$ cat src/rtl/display_scan_controller.sv
// 4-digit multiplexed display scanner: one-hot digit select, PWM/blink anode drive, slot strobe.
// Optional SCAN_GUARD_EN: blanks the anodes for the first two cycles of every slot (anti-ghosting).
module display_scan_controller #(
  parameter int PRESCALE_W   = 4,
  parameter int BLINK_FRAMES = 2
) (
  input  logic       clk,
  input  logic       reset,
  input  logic       enable,
  input  logic [2:0] brightness,
  input  logic [3:0] blink_mask,
  output logic [3:0] selector,
  output logic [3:0] anode_n,
  output logic       slot_start,
  output logic       blink_phase
);

  localparam int FW = (BLINK_FRAMES > 1) ? $clog2(BLINK_FRAMES) : 1;
  localparam logic [PRESCALE_W-1:0] SLOT_LAST  = {PRESCALE_W{1'b1}};
  localparam logic [FW-1:0]         FRAME_LAST = FW'(BLINK_FRAMES - 1);

  logic [PRESCALE_W-1:0] slot_cnt_r;
  logic [3:0]            selector_r;
  logic [3:0]            anode_n_r;
  logic                  slot_start_r;
  logic [FW-1:0]         frame_cnt_r;
  logic                  blink_phase_r;

  logic wrap_s;
  logic frame_end_s;
  logic blink_toggle_s;
  logic duty_s;
  logic blank_s;
  logic lit_s;

  // A corrupted (non one-hot) selector recovers to digit 0 instead of staying dark.
  function automatic logic [3:0] rotate_sel(input logic [3:0] s);
    if ($onehot(s)) begin
      rotate_sel = {s[2:0], s[3]};
    end else begin
      rotate_sel = 4'b0001;
    end
  endfunction

  // Slot/frame events and the combinational lit decision for the next anode update.
  always_comb begin
    wrap_s         = enable & (slot_cnt_r == SLOT_LAST);
    frame_end_s    = wrap_s & selector_r[3];
    blink_toggle_s = frame_end_s & (frame_cnt_r == FRAME_LAST);
    duty_s         = (slot_cnt_r[PRESCALE_W-1 -: 3] <= brightness);
    blank_s        = blink_phase_r & (|(blink_mask & selector_r));
`ifdef SCAN_GUARD_EN
    lit_s          = enable & duty_s & ~blank_s & (slot_cnt_r >= PRESCALE_W'(2));
`else
    lit_s          = enable & duty_s & ~blank_s;
`endif
  end

  // Scan state and registered outputs.
  always_ff @(posedge clk) begin
    if (reset) begin
      slot_cnt_r    <= '0;
      selector_r    <= 4'b0001;
      anode_n_r     <= 4'b1111;
      slot_start_r  <= 1'b0;
      frame_cnt_r   <= '0;
      blink_phase_r <= 1'b0;
    end else begin
      slot_start_r <= wrap_s;
      anode_n_r    <= lit_s ? ~selector_r : 4'b1111;
      if (enable) begin
        slot_cnt_r <= slot_cnt_r + PRESCALE_W'(1);
      end
      if (wrap_s) begin
        selector_r <= rotate_sel(selector_r);
      end
      // Blink phase flips on the frame that completes the blink half-period.
      if (frame_end_s) begin
        if (blink_toggle_s) begin
          frame_cnt_r   <= '0;
          blink_phase_r <= ~blink_phase_r;
        end else begin
          frame_cnt_r <= frame_cnt_r + FW'(1);
        end
      end
    end
  end

  assign selector    = selector_r;
  assign anode_n     = anode_n_r;
  assign slot_start  = slot_start_r;
  assign blink_phase = blink_phase_r;

endmodule
$ cat config.mk
export PLATFORM = sky130hd
export DESIGN_NAME = display_scan_controller
export DESIGN_NICKNAME = d
export VERILOG_FILES = /design/src/rtl/display_scan_controller.sv
export SDC_FILE = /design/constraint.sdc
export NUM_CORES = 1
export LEC_CHECK = 0
export ABC_AREA = 1
export BUFFER_PORTS_ARGS = -buffer_cell sky130_fd_sc_hd__buf_2
export CAP_MARGIN = 5
export CORE_UTILIZATION = 49
export DETAILED_ROUTE_END_ITERATION = 7
export GPL_TIMING_DRIVEN = 0
export PLACE_DENSITY = 0.75
export RECOVER_POWER = 25
export SYNTH_ARGS = -nofsm -noshare
export SYNTH_HDL_FRONTEND = slang
export SYNTH_SLANG_ARGS = --single-unit
export TNS_END_PERCENT = 1
$ cat constraint.sdc
create_clock -name clk -period 2.7 [get_ports clk]
set_input_delay 0.27 -clock clk [delete_from_list [all_inputs] [get_ports clk]]
set_output_delay 0.27 -clock clk [all_outputs]
set_load 0.005 [all_outputs]
==> out/qor.yml, run 1 <==
outcome:
  status: "completed"
floorplanning:
  die_h_um: 40.39
  die_width_um: 40.39
  core.rowCount: 13
  start_util_pct: 54.13
  ios: 20
  die_area_sq_mm: 0.001631
  core_sq_mm: 0.001334
clock_network:
  clockRootBuffer: "clkbuf_4"
  clock-sinks: 15
  clockBufferDepth: 2
  path_clk_slew_ps: 90
  insertion_delay_ps: 290
  cts.repair.resized: 0
  numCtsBuffers: 3
  tritoncts: "built"
  cts_setup_buffers: 0
  cts_max_level: 1
  cts_hold_buf: 0
critical_path:
  cp.arrival_ps: 2330
  startpoint: "selector[3]"
  timing.rr.start: "selector[3]"
  worstSetupPathType: "reg2reg"
  startpoint_type: "register"
  crit_required_ps: 2880
  cp-end-kind: "register"
  path_max_fanout: 9
power:
  power_density_mw_per_mm2: 457.6
  p_leak_nw: 0.4046
  ir_drop_uv: 211.2
finish:
  final_nets: 133
  final_common_cell: "nand2_1"
  final_util_pct: 63.70
  layout_common_cells: "18 x nand2_1, 17 x buf_2, 15 x inv_1, 15 x dfxtp_1, 12 x nor2_1"
  final_area_sq_um: 849.6
  syn2layout_area_growth_pct: 17.68
  fillCellCount: 116
  final_cells: 130
  diodes: 0
  drive_gt1_share_pct: 18.26
synth:
  ys_seq_area_share_pct: 41.59
  syn_nets: 109
  synth_cell_types: 18
  postSynthCellCount: 92
  synth.avg_cell_area_sq_um: 7.847
  syn_area_sq_um: 721.9
  ys_ff_latch: 15
  yosysWarnings: 0
timing:
  rsz0062_at_grt: "false"
  drv_slew: 0
  fmax_ghz: 0.4653
  fin_crit_ps: 2149
  max_slew_margin_pct: 80.00
  hold_slack_ps: 217.6
  fin_crit_sh_pct: 79.60
  final.setup.tns_ps: 0
  finalSetupViolCount: 0
  fin_skew_ps: 4.354
  worst_pin_slew_ps: 299.5
  hold_viol: 0
placed_design:
  place_congestion: 0.8016
  hpwl_um: 1098
  dp_cells: 126
  post_dp_cell_area_sq_um: 835.8
  io_buffers: 19
drt:
  antenna_left: 0
  drt_wl_total_um: 1421
  vias_per_cell: 5.085
  wire_per_inst_um: 10.93
  via_count: 661
  first_pass_iters: 4
  drtIter0Drc: 12
  drc: 0
grt:
  grtUsageTotal_pct: 21.79
  grt_pass1_vias: 547
  grt-ovfl-total: 0
  grt_antenna_before_repair: 0
  grt_pass1_wl_um: 2242
  grt_start_max_net_pins: 10
job:
  cap_violations: 0
hold_path:
  min_from: "reset"
  hp-class: "in2reg"
-- power by group --
group	leakage [nW]	switching, mW	internal [mW]
Combinational	0.268	0.0169	0.0134
Clock	0.0150	0.0735	0.0575
Sequential	0.122	0.00245	0.225
Total	0.405	0.0928	0.296
-- through the flow --
stage / setup slack, ps / power, mW
final: 550.7 / 0.3887
after global routing: 359.7 / 0.4092
after CTS: 549.8 / 0.3899
after detailed placement: 580.6 / 0.2633
after global placement: 595.5 / 0.2608
after floorplan: 732.0 / 0.2492
-- layout make-up --
type / count / area [sq um] / area share, %
clock buffer: 4 / 26.28 / 3.093
inverter: 15 / 56.30 / 6.627
multi-input combinational: 62 / 355.3 / 41.83
sequential: 15 / 300.3 / 35.35
tap: 15 / 18.77 / 2.209
timing repair buffer: 19 / 92.59 / 10.90
-- state kept, by name, indices dropped and copies added (netlist names) --
register / cells
anode_n: 4
blink_phase: 1
frame_cnt_r: 1
selector: 4
slot_cnt_r: 4
slot_start: 1
-- Yosys cell counts --
cell,number,share of area [%]
nand3b_1,1,1.0
o21ai_1,4,2.8
nor2_1,12,6.2
nand3_1,1,0.69
nand4_1,7,6.1
nand2_1,18,9.4
a21oi_1,4,2.8
nand3_2,1,1.4
o21ai_0,2,1.4
nor3_2,1,1.4
ha_1,6,10
nor3_1,1,0.69
o31ai_1,1,1.0
fa_1,1,2.8
o211ai_1,1,1.0
inv_1,15,7.8
nor2_4,1,1.6
dfxtp_1,15,42
-- layer usage --
layer  share of wire, %  global-route usage (%)  wire length (um)  up-vias
met5                  0                       0                 0        -
met4                1.8                   12.50                25        0
met3                6.8                   6.667                97        4
met2                 46                   34.13               648       21
met1                 46                   26.01               650      285
li1                   -                       -                 -      351
-- worst paths after layout --
check | end | slack [ps] | cells after the start
setup / recovery | selector[0] | 550 | 9
hold reg to reg | anode_n[0] | 480 | 1
setup reg to reg | selector[0] | 550 | 9
hold / removal | selector[1] | 220 | 2
-- cells by family (layout without fill, tap and decap cells) --
kind of cell,after synthesis,after routing,synth area share [%]
AO/OA/AOI/OAI,12,12,9.013
adder cells (fa/ha/maj),7,7,13.17
flip-flops,15,15,41.59
AND/OR/NAND/NOR,43,43,28.42
buffers and inverters,15,38,7.798
-- critical path, cell delays in order (launching register included) --
cell and delay [ps]:
dfxtp_1 500, inv_1 90, fa_1 490, inv_1 40, ha_1 170, ha_1 260, nor2_1 100, nand2_1 100
o21ai_0 170, o211ai_1 100
Note: power is estimated with default switching activity, not from simulation.
==> inputs of run 2 (changes only) <==
==> constraint.sdc (replaced) <==
create_clock -name clk -period 2 [get_ports clk]
set_input_delay 0.2 -clock clk [delete_from_list [all_inputs] [get_ports clk]]
set_output_delay 0.2 -clock clk [all_outputs]
set_load 0.005 [all_outputs]
==> out/qor.yml, run 2 (synthesized netlist as in run 1, its figures left out) <==
timing:
  fmax_ghz: 0.5114
  drv_slew: 0
  fin_skew_ps: 2.339
  rsz0062_at_grt: "true"
  max_slew_margin_pct: 81.05
  hold_viol: 0
  finalSetupViolCount: 0
  fin_crit_sh_pct: 97.77
  hold_slack_ps: 160.5
  worst_slack_ps: 44.58
  fin_crit_ps: 1955
  worst_pin_slew_ps: 283.2
placed_design:
  hpwl_um: 1098
  io_buffers: 19
  place_congestion: 0.8016
  post-place-ws_ps: -119.4
finish:
  final_common_cell: "nand2_1"
  diodes: 0
  final_util_pct: 69.42
  drive_gt1_share_pct: 28.81
  final_nets: 136
  multi_input_area_sq_um: 402.9
  fillCellCount: 113
  layout_common_cells: "17 x nand2_1, 15 x buf_2, 14 x inv_1"
  syn2layout_area_growth_pct: 28.25
  seq_area_sq_um: 309.0
grt:
  grt-ovfl-total: 0
  grt_pass1_wl_um: 2263
  gr-usage-met3_pct: 6.667
  grt_antenna_before_repair: 0
  grt_pass1_vias: 547
  grt_use_met2_pct: 34.52
  grtUsageTotal_pct: 21.88
  grt_start_max_net_pins: 10
  grt_busiest_layer: "met2"
  grt_use_met1_pct: 25.93
critical_path:
  slowest_delay_ps: 530
  timing.rr.start: "selector[3]"
  path_max_fanout: 5
  cp-end-kind: "register"
  startpoint: "selector[3]"
  critPathSlowestCell: "fa_1"
  rrSetupSlack_ps: 40
  cp.arrival_ps: 2170
  worstSetupPathType: "reg2reg"
  worstReg2RegEnd: "selector[3]"
  crit_required_ps: 2210
  path_cells: "inv_2, fa_1, inv_1, ha_2, ha_4, nor2_4, nand2_4, o21ai_2, o21ai_1, nor2_1"
  r2r_cells: 10
  startpoint_type: "register"
drt:
  first_pass_iters: 4
  vias_per_cell: 5.263
  antenna_left: 0
  via_count: 700
  drt_wl_total_um: 1604
  drtIter0Drc: 10
  drc: 0
  wire_per_inst_um: 12.06
clock_network:
  clock-sinks: 15
  tritoncts: "built"
  numCtsBuffers: 3
  clockRootBuffer: "clkbuf_4"
  cts_hold_buf: 0
  cts_max_level: 1
  clockBufferDepth: 2
  insertion_delay_ps: 280
  path_clk_slew_ps: 80
floorplanning:
  start_util_pct: 54.13
  die_area_sq_mm: 0.001631
  die_h_um: 40.39
  core.rowCount: 13
  ios: 20
  die_width_um: 40.39
  core_sq_mm: 0.001334
power:
  power_density_mw_per_mm2: 559.8
  swShare_pct: 23.53
  pwr-share-seq_pct: 58.7
  switching_power_uw: 122.0
  p_leak_nw: 0.4181
  internal-power_uw: 396.4
  p_clk_share_pct: 33.2
  combPwrFrac_pct: 8.1
  ir_drop_uv: 287.6
hold_path:
  holdPathStages: 2
  min_from: "reset"
  hold_path_end: "selector[1]"
  hp-class: "in2reg"
job:
  cap_violations: 0
outcome:
  status: "completed"
-- run 2: per-stage QoR --
step	area (sq um)	power (mW)	TNS, ps	cells
floorplan	721.9	0.3364	0	92
global placement	835.8	0.3521	-245.7	126
detailed placement	835.8	0.3555	-279.7	126
CTS	875.8	0.5249	0	131
global route	925.9	0.5492	-56.98	133
finish	925.9	0.5183	0	133
-- run 2: power by group through the flow --
stage	Sequential, mW	Combinational [mW]	Clock, mW
global placement	0.314	0.0386	0
CTS	0.306	0.0421	0.177
finish	0.304	0.0418	0.172
detailed placement	0.314	0.0412	0
floorplan	0.313	0.0231	0
global route	0.305	0.0481	0.196
-- run 2: how the worst max path moves through the flow --
stage	end	slack, ps	depth (start not counted)
after floorplan	selector[0]	30	9
after detailed placement	selector[0]	-120	9
final	selector[3]	40	10
after global routing	selector[3]	-60	10
after global placement	selector[0]	-100	9
after CTS	selector[3]	9	10
-- run 2: metal layers --
layer	share of wire, %	routed length, um
met1	43	687
met4	2.4	38
met3	5.4	87
met5	0	0
met2	49	789
-- run 2: repair_timing --
action / in CTS / in global routing
endpoints found under the setup margin: 4 / 4
gates resized for setup: 5 / 10
pin swaps: 1 / 5
buffers inserted: 1 / 2
-- run 2: critical path: cells and delay by family (launching register included) --
family	cells	cell delay, ps
buffers and inverters	2	80
adders and majority gates	3	930
DFF	1	380
AOI/OAI and AO/OA	2	200
and+or+nand+nor	3	290
-- run 2: layout make-up --
| class | count | share of cell area, % |
|---|---|---|
| tap | 15 | 2.027 |
| sequential | 15 | 33.38 |
| multi-input combinational | 62 | 43.51 |
| timing repair buffer | 22 | 12.16 |
| clock buffer | 4 | 2.838 |
| inverter | 15 | 6.081 |
==> inputs of run 3 (changes only) <==
--- a/config.mk
+++ b/config.mk
@@ -8,11 +8,13 @@
 export ABC_AREA = 1
 export BUFFER_PORTS_ARGS = -buffer_cell sky130_fd_sc_hd__buf_2
 export CAP_MARGIN = 5
+export CORE_MARGIN = 3
 export CORE_UTILIZATION = 49
 export DETAILED_ROUTE_END_ITERATION = 7
 export GPL_TIMING_DRIVEN = 0
 export PLACE_DENSITY = 0.75
 export RECOVER_POWER = 25
+export REMOVE_ABC_BUFFERS = 1
 export SYNTH_ARGS = -nofsm -noshare
 export SYNTH_HDL_FRONTEND = slang
 export SYNTH_SLANG_ARGS = --single-unit
==> out/qor.yml, run 3 (synthesized netlist as in run 1, its figures left out) <==
clock_network:
  cts_hold_buf: 0
  cts_max_level: 1
  clockBufferDepth: 2
  insertion_delay_ps: 280
  path_clk_slew_ps: 80
  tritoncts: "built"
  clockRootBuffer: "clkbuf_4"
  clock-sinks: 15
  numCtsBuffers: 3
critical_path:
  slowest_delay_ps: 530
  timing.rr.start: "selector[0]"
  crit_end: "selector[2]"
  cp.arrival_ps: 2120
  rrSetupSlack_ps: 80
  r2r_cells: 10
  critPathSlowestCell: "fa_1"
  path_max_fanout: 4
  worstSetupPathType: "reg2reg"
  path_cells: "inv_2, fa_1, inv_1, ha_2, ha_4, nor2_4, nand2_4, nor2_1, nand2_1, o31ai_1"
  startpoint: "selector[0]"
  startpoint_type: "register"
  crit_required_ps: 2200
  cp-end-kind: "register"
  worstReg2RegEnd: "selector[2]"
job:
  cap_violations: 0
timing:
  fin_crit_ps: 1919
  final.setup.tns_ps: 0
  worst_slack_ps: 80.83
  fin_crit_sh_pct: 95.96
  drv_slew: 0
  finalSetupViolCount: 0
  max_slew_margin_pct: 82.29
  hold_viol: 0
  fmax_ghz: 0.5211
  worst_pin_slew_ps: 263.6
  fin_skew_ps: 1.038
power:
  pwr-share-seq_pct: 59.1
  power_density_mw_per_mm2: 556.7
  combPwrFrac_pct: 7.8
  p_clk_share_pct: 33.1
  switching_power_uw: 119.4
  internal-power_uw: 396.1
  ir_drop_uv: 305.6
  p_leak_nw: 0.4191
  swShare_pct: 23.16
floorplanning:
  start_util_pct: 54.13
  die_h_um: 44.39
  core_sq_mm: 0.001334
  die_area_sq_mm: 0.001970
  core.rowCount: 13
  ios: 20
  die_width_um: 44.39
finish:
  final_nets: 136
  drive_gt1_share_pct: 31.36
  syn2layout_area_growth_pct: 28.25
  final_common_cell: "buf_2"
  diodes: 0
  layout_common_cells: "18 x buf_2, 17 x nand2_1, 13 x inv_1"
drt:
  drc: 0
  wire_per_inst_um: 11.25
  antenna_left: 0
  drtIter0Drc: 23
  drt_wl_total_um: 1496
  via_count: 663
  first_pass_iters: 4
  vias_per_cell: 4.985
grt:
  grt_start_max_net_pins: 10
  grt-ovfl-total: 0
  grtUsageTotal_pct: 16.12
  grt_pass1_vias: 584
  grt_antenna_before_repair: 0
  grt_pass1_wl_um: 2311
hold_path:
  hp-class: "in2reg"
placed_design:
  post-place-ws_ps: -130.9
  hpwl_um: 1114
  io_buffers: 19
  place_congestion: 0.7967
outcome:
  status: "completed"
[run 3: cell count changes in the layout (fill, tap and decap cells not counted)]
cell / before / now
buf_2: 15 / 18
o21ai_1: 3 / 4
clkbuf_1: 5 / 2
inv_1: 14 / 13
inv_2: 1 / 2
o21ai_2: 2 / 1
[run 3: stage by stage]
stage | area, sq um | power (mW) | std cells | utilization [%] | hold slack, ps
detailed placement | 835.8 | 0.3549 | 126 | 62.66 | 458.8
floorplan | 721.9 | 0.3364 | 92 | - | 272.4
CTS | 875.8 | 0.5212 | 131 | 65.67 | 154.0
global route | 925.9 | 0.5376 | 133 | 69.42 | 159.2
global placement | 835.8 | 0.3522 | 126 | 62.66 | 435.1
finish | 925.9 | 0.5155 | 133 | 69.42 | 147.0
[run 3: per-layer routing]
metal / GRT usage (%) / share of wire [%]
met5: 0 / 0
met4: 9.036 / 2.3
met3: 3.659 / 6.3
met2: 25.00 / 45
met1: 20.50 / 46
[run 3: worst min-delay path by stage]
stage | from | end | slack [ps] | cells past startpoint
after global routing | reset | selector[1] | 160 | 2
final | reset | selector[1] | 150 | 2
after global placement | selector[0] | anode_n[0] | 440 | 1
after floorplan | reset | selector[1] | 270 | 1
after CTS | reset | selector[1] | 150 | 2
after detailed placement | selector[0] | anode_n[0] | 460 | 1
[run 3: layout make-up]
| type | count | area [sq um] |
|---|---|---|
| Fill cell | 119 | 407.9 |
| Inverter | 15 | 56.30 |
| Multi-Input combinational cell | 62 | 399.1 |
| Timing Repair Buffer | 22 | 116.4 |
| Sequential cell | 15 | 309.0 |
| Tap cell | 15 | 18.77 |
| Clock buffer | 4 | 26.28 |
[run 3: power groups by stage]
stage                     combinational, mW  clock, mW  sequential (mW)
after floorplan                      0.0231          0            0.313
after global placement               0.0387          0            0.314
after detailed placement             0.0409          0            0.314
after CTS                            0.0415      0.174            0.306
after global routing                 0.0472      0.185            0.305
final                                0.0404      0.171            0.304
[run 3: what timing repair did]
action / 4_1_cts / 5_1_grt
pin swaps: 1 / 4
buffers inserted: 1 / 2
hold endpoints to repair: 0 / 0
gates resized for setup: 5 / 10
setup endpoints to repair: 4 / 4
[run 3: critical path: cells and delay by family, from the launching register on]
family,cells,cell delay (ps)
simple gates,4,390
flops,1,340
buf+inv,2,100
fa+ha+maj,3,950
compound gates,1,70
